File: config.mk
export PLATFORM = sky130hd
export DESIGN_NAME = reg_wb_arbiter
export DESIGN_NICKNAME = d
export VERILOG_FILES = /design/src/rtl/reg_wb_arbiter.sv
export SDC_FILE = /design/constraint.sdc
export NUM_CORES = 1
export LEC_CHECK = 0
export ABC_AREA = 1
export CORE_UTILIZATION = 38
export DETAILED_ROUTE_END_ITERATION = 8
export PLACE_DENSITY = 0.85
export SLEW_MARGIN = 20
export SYNTH_ARGS = -nofsm -noshare
export SYNTH_HDL_FRONTEND = slang
export SYNTH_SLANG_ARGS = --single-unit
File: constraint.sdc
create_clock -name clk -period 2.4 [get_ports clk]
set_input_delay 0.24 -clock clk [delete_from_list [all_inputs] [get_ports clk]]
set_output_delay 0.24 -clock clk [all_outputs]
set_load 0.02 [all_outputs]
File: src/rtl/reg_wb_arbiter.sv
// reg_wb_arbiter: round-robin arbiter sharing the register file rd write port
// among NUM_REQ write-back sources (0 = ALU, 1 = LSU), with a one-entry
// registered write stage feeding rd_web/rd_addr/rd_data.
// Optional read bypass from the write stage: define REG_WB_ARBITER_BYPASS_EN.
module reg_wb_arbiter #(
    parameter int unsigned NUM_REQ    = 2,
    parameter int unsigned ADDR_WIDTH = 5,
    parameter int unsigned XLEN       = 32
) (
    input  logic                          clk,
    input  logic                          rst,
    input  logic [NUM_REQ-1:0]            req_valid,
    output logic [NUM_REQ-1:0]            req_ready,
    input  logic [NUM_REQ*ADDR_WIDTH-1:0] req_addr,
    input  logic [NUM_REQ*XLEN-1:0]       req_data,
    input  logic                          wb_hold,
`ifdef REG_WB_ARBITER_BYPASS_EN
    input  logic [ADDR_WIDTH-1:0]         rs1_addr,
    input  logic [ADDR_WIDTH-1:0]         rs2_addr,
    input  logic [XLEN-1:0]               rf_rs1_data,
    input  logic [XLEN-1:0]               rf_rs2_data,
    output logic [XLEN-1:0]               rs1_data,
    output logic [XLEN-1:0]               rs2_data,
`endif
    output logic                          rd_web,
    output logic [ADDR_WIDTH-1:0]         rd_addr,
    output logic [XLEN-1:0]               rd_data,
    output logic                          wb_busy
);

    localparam int unsigned PTR_W = (NUM_REQ > 1) ? $clog2(NUM_REQ) : 1;

    logic                  r_slot_valid;
    logic [ADDR_WIDTH-1:0] r_slot_addr;
    logic [XLEN-1:0]       r_slot_data;
    logic [PTR_W-1:0]      r_rr_ptr;

    logic                  w_can_accept;
    logic                  w_any_valid;
    logic [PTR_W-1:0]      w_winner;
    logic [PTR_W-1:0]      w_idx;
    logic [PTR_W-1:0]      w_next_ptr;
    logic [ADDR_WIDTH-1:0] w_sel_addr;
    logic [XLEN-1:0]       w_sel_data;
    logic                  w_hs;

    // Slot drives the register file; hold masks the write but keeps the slot
    assign rd_web       = r_slot_valid & ~wb_hold;
    assign rd_addr      = r_slot_addr;
    assign rd_data      = r_slot_data;
    assign wb_busy      = r_slot_valid;
    assign w_can_accept = ~r_slot_valid | rd_web;

    // Round-robin search from r_rr_ptr; lowest offset wins, so scan downwards
    always_comb begin
        w_any_valid = 1'b0;
        w_winner    = '0;
        w_idx       = '0;
        for (int k = NUM_REQ - 1; k >= 0; k--) begin
            w_idx = PTR_W'((int'(r_rr_ptr) + k) % NUM_REQ);
            if (req_valid[w_idx]) begin
                w_any_valid = 1'b1;
                w_winner    = w_idx;
            end
        end
    end

    // Winner payload mux, grant vector and pointer advance
    always_comb begin
        w_sel_addr = '0;
        w_sel_data = '0;
        req_ready  = '0;
        for (int i = 0; i < NUM_REQ; i++) begin
            if (PTR_W'(i) == w_winner) begin
                w_sel_addr   = req_addr[i*ADDR_WIDTH +: ADDR_WIDTH];
                w_sel_data   = req_data[i*XLEN +: XLEN];
                req_ready[i] = rst & w_can_accept & w_any_valid;
            end
        end
        w_next_ptr = (w_winner == PTR_W'(NUM_REQ - 1)) ? '0 : w_winner + PTR_W'(1);
    end

    assign w_hs = rst & w_can_accept & w_any_valid;

    // Write stage and arbitration pointer; x0 writes are accepted then dropped
    always_ff @(posedge clk or negedge rst) begin
        if (!rst) begin
            r_slot_valid <= 1'b0;
            r_slot_addr  <= '0;
            r_slot_data  <= '0;
            r_rr_ptr     <= '0;
        end else if (w_hs) begin
            r_slot_valid <= (w_sel_addr != '0);
            r_slot_addr  <= w_sel_addr;
            r_slot_data  <= w_sel_data;
            r_rr_ptr     <= w_next_ptr;
        end else if (rd_web) begin
            r_slot_valid <= 1'b0;
        end
    end

`ifdef REG_WB_ARBITER_BYPASS_EN
    // Forward the pending write to readers; x0 never forwards
    always_comb begin
        rs1_data = rf_rs1_data;
        rs2_data = rf_rs2_data;
        if (r_slot_valid && (rs1_addr == r_slot_addr) && (rs1_addr != '0))
            rs1_data = r_slot_data;
        if (r_slot_valid && (rs2_addr == r_slot_addr) && (rs2_addr != '0))
            rs2_data = r_slot_data;
    end
`endif

endmodule

# Yosys cells after proc, flatten, opt, wreduce, memory -nomap -nowiden
# Index checks and enable logic that the tools add are counted.
# Widths: inputs -> output; s select.
[classes] order_cmp=2 n_bitwise=6 muxes=15 addsub=2 n_reduce_logical=2
[ops] cell="$mux 32" count=1
[ops] cell="$mux 1" count=13
[ops] cell="$mux 5" count=1
[ops] cell="$reduce_bool 5->1" count=1
[ops] cell="$lt 1x2->1 const B" count=2
[ops] cell="$and 1x1->1" count=3
[ops] cell="$add 1x1->1 const B" count=2
[ops] cell="$not 1->1" count=2
[ops] cell="$reduce_bool 2->1" count=1
[ops] cell="$or 1x1->1" count=1
[word_totals] reg_bits=39

# Longest topological paths before layout
[depth] word_depth=8 mapped_depth=8 ltp_nobuf=8

# Worst setup path after synthesis
# OpenSTA, ideal clock, no wires.
[synth_timing] path_kind="flip-flop to output port" startpoint="reg r_slot_valid (netlist: wb_busy)" endpoint="out req_ready[0]" path_buffers=1 t_arrival_ps=1116 path_slack_ps=1044 stages_incl_launch_ff=7 path_cell_list="dfrtp_1 > nand2_1 > nand2_1 > nor2_2 > nand2_1 > inv_2 > buf_2"
[synth_via] elab_chain_len=5 elab_cells_between_ends=6
[synth_lines] element="start: declaration" line="33" text="logic r_slot_valid;"
[synth_lines] element="start signal: assignment" line="93" text="r_slot_valid <= (w_sel_addr != '0);"
[synth_lines] element="$and 1x1->1 or $not 1->1 (tied branches)" line="48, 52"
[synth_lines] element="$or 1x1->1 (*)" line="52" text="assign w_can_accept = ~r_slot_valid | rd_web;"
[synth_lines] element="$and 1x1->1 (*) (2 in a row)" line="77" text="req_ready[i] = rst & w_can_accept & w_any_valid;"
[synth_lines] element="$mux 1 (*)" line="74" text="if (PTR_W'(i) == w_winner) begin"
[synth_lines] element="end: declaration" line="13" text="output logic [NUM_REQ-1:0] req_ready,"
# Every way passes the cells marked *; elsewhere a longest branch is shown, timed or not.

# Worst setup path after layout
[layout_timing] startpoint="in req_valid[0]" endpoint="out req_ready[0]"
[layout_via] elab_chain_len=6 elab_cells_between_ends=10
[layout_lines] element="start: declaration" line="12" text="input logic [NUM_REQ-1:0] req_valid,"
[layout_lines] element="$mux 1 (not written as such) (2 in a row)" line="61" text="if (req_valid[w_idx]) begin"
[layout_lines] element="$mux 1 (2 in a row)" line="61"
[layout_lines] element="$and 1x1->1" line="77"
[layout_lines] element="$mux 1 (*)" line="74"
# Every way passes the cells marked *; elsewhere a longest branch is shown, timed or not. The select of a mux whose other input is x is not followed.

==> impl_metrics.ini <==
[layout]
syn2layout_area_growth_pct = 73.9
fin_util_pct = 70.0
nets = 425
layout-drive-gt1-share_pct = 4.61
multi_input_area_sq_um = 708
nFillCells = 360
antenna_cells = 0
seqCellArea_sq_um = 976

[setup_path]
reg2reg_slack_ns = 0.85
start_kind = input pin
worstSetupEndpointType = output port
cp.arrival_ns = 1.86
critPathRequiredTime_ns = 2.16
critPathKind = input pin to output port
cp_max_fo = 8

[clocking]
cts.sinks = 39
clk_latency_ns = 0.29
cts_buffers = 5
clk_pin_slew_ns = 0.07
cts_tree = yes
post_cts_resized = 0
cts_max_path_buffers = 2
clockRootBuffer = clkbuf_8
postCtsSetupRepairBufs = 0
htreeDepth = 2
cts_hold_buf = 0

[die]
die-area_sq_um = 4950
fp.dieW_microns = 70.4
fp.dieH_microns = 70.4
floorplan.rows = 24
io_pins = 120
start_util_pct = 40.2
core_sq_um = 4410

[power_and_ir_drop]
vdd_drop_max_v = 0.000363
switchingPower_uw = 678
finalPower_mw = 2.09
clock_power_share_pct = 19.9
pwr-share-comb_pct = 39.0
intPower_mw = 1.42
powerDensity_nw_per_um2 = 678
p_leak_nw = 1.43
p_seq_share_pct = 41.1
switching_share_pct = 32.4

[run]
cap_violations = 0

[synthesis]
netlist_instances = 226
synth_nets = 305
synth_seq_cells = 39
synth_seq_area_share_pct = 55.0
syn_avg_cell_area_sq_um = 7.86
synth_top_area_share_pct = 55.0
ys_warn_count = 0
synth_top_area_cell = dfrtp_1
ys_types = 15
synthesis.area_sq_um = 1780
synth.area.top_cells = dfrtp_1, nand2_1, nand3_1

[worst_hold_path]
hp-class = input pin to asynchronous set/reset pin

[route]
wl_per_cell_microns = 12.2
wirelength_microns = 4860
vias = 1888
final_antenna_net_count = 0
dr.pass1.iters = 4
drc = 0
viasPerCell = 4.73
drtIter0Drc = 91

[sta]
finalSetupViolations = 0
layout_setup_ws_ns = 0.297
fin_crit_sh_pct = 87.6
fmax_ghz = 0.475
tns_ns = 0
finalClockSkew_ns = 0.00702
hold_viol = 0
period_needed_ns = 2.10
maxSlewViolCount = 0
tightest_slew_ns = 0.484
rsz0062_at_grt = no
relSlewSlack_pct = 67.7

[global_route]
grt-ovfl-total = 0
grtUsageTotal_pct = 21.0
antenna_found_initial = 0
grt_pass1_vias = 1876
grt_pass1_wl_microns = 8250
grt_max_degree = 44

[placed_design]
port_buffers = 119
dp_slack_ns = 0.280
dp_hpwl_microns = 3540
place.gp.congestion = 0.748

[outcome]
status = completed
state kept, by name (all words and copies together) (netlist names):
| name | flops |
|---|---|
| rd_data | 32 |
| wb_busy | 1 |
| r_rr_ptr | 1 |
| rd_addr | 5 |
placed cells by master (no fill, tap or decap), drive strengths merged:
cell type      instances
nor2                   4
clkbuf                 7
dfrtp                 39
inv                   11
clkdlybuf4s50        118
nand3                 35
nand3b                 2
o21bai                 1
buf                    5
o21ai                  7
clkinv                 1
nand2                117
critical path: stages:
cell and delay (ns):
clkdlybuf4s50_1 0.48, nand2_1 0.13, nand2_2 0.21, nand2_1 0.12
inv_2 0.08, clkdlybuf4s50_1 0.60
worst paths after layout:
check | startpoint | to | depth (start not counted)
max | req_valid[0] | req_ready[0] | 6
min | rst | wb_busy | 2
max reg2reg | r_rr_ptr | rd_data[31] | 8
min reg2reg | rd_addr[2] | rd_addr[2] | 2
max in group asynchronous | rst | r_rr_ptr | 2
min in group clk | rst | r_rr_ptr | 4
cells in the mapped netlist:
cell	n
nor2_2	1
inv_2	2
buf_2	7
buf_4	1
nand2_2	1
clkbuf_1	2
inv_1	9
o21bai_1	1
nand3b_1	2
o21ai_0	7
nor2_8	1
nand3_1	35
nand2_1	116
nor2_1	2
dfrtp_1	39
power groups by stage:
stage | Clock, mW | Sequential [mW] | Combinational (mW)
CTS | 0.431 | 0.862 | 0.827
floorplan | 0 | 1.03 | 0.196
finish | 0.416 | 0.862 | 0.816
detailed placement | 0 | 0.872 | 0.824
global route | 0.456 | 0.879 | 0.882
global placement | 0 | 0.866 | 0.813
final cells by class:
| type | instances | share of cell area, % |
|---|---|---|
| inverters | 11 | 1.34 |
| clock buffers | 7 | 2.47 |
| well taps | 52 | 2.11 |
| clock inverters | 1 | 0.162 |
| multi-input cells | 166 | 22.9 |
| repair buffers | 123 | 39.4 |
| flip-flops and latches | 39 | 31.6 |
kinds of logic (layout without fill, tap and decap cells):
family / count (synthesis) / after routing / share of synthesized area [%]
AOI/OAI and AO/OA: 8 / 8 / 2.40
buffers and inverters: 21 / 142 / 5.14
DFF: 39 / 39 / 55.0
and+or+nand+nor: 158 / 158 / 37.5
per-stage QoR:
stage	hold WS [ns]	cells	cell area [sq um]
final	0.0200	399	3090
after global routing	0.0694	399	3090
after CTS	0.0392	399	3090
after detailed placement	0.349	391	3010
after global placement	0.352	391	3010
after floorplan	-0.0556	226	1780
layer usage:
metal  wire (microns)  global-route usage [%]
met4              100                    9.11
met3              353                    6.64
met5                0                       0
met2             2360                    35.1
met1             2040                    24.6
(Power assumes the default switching activity.)
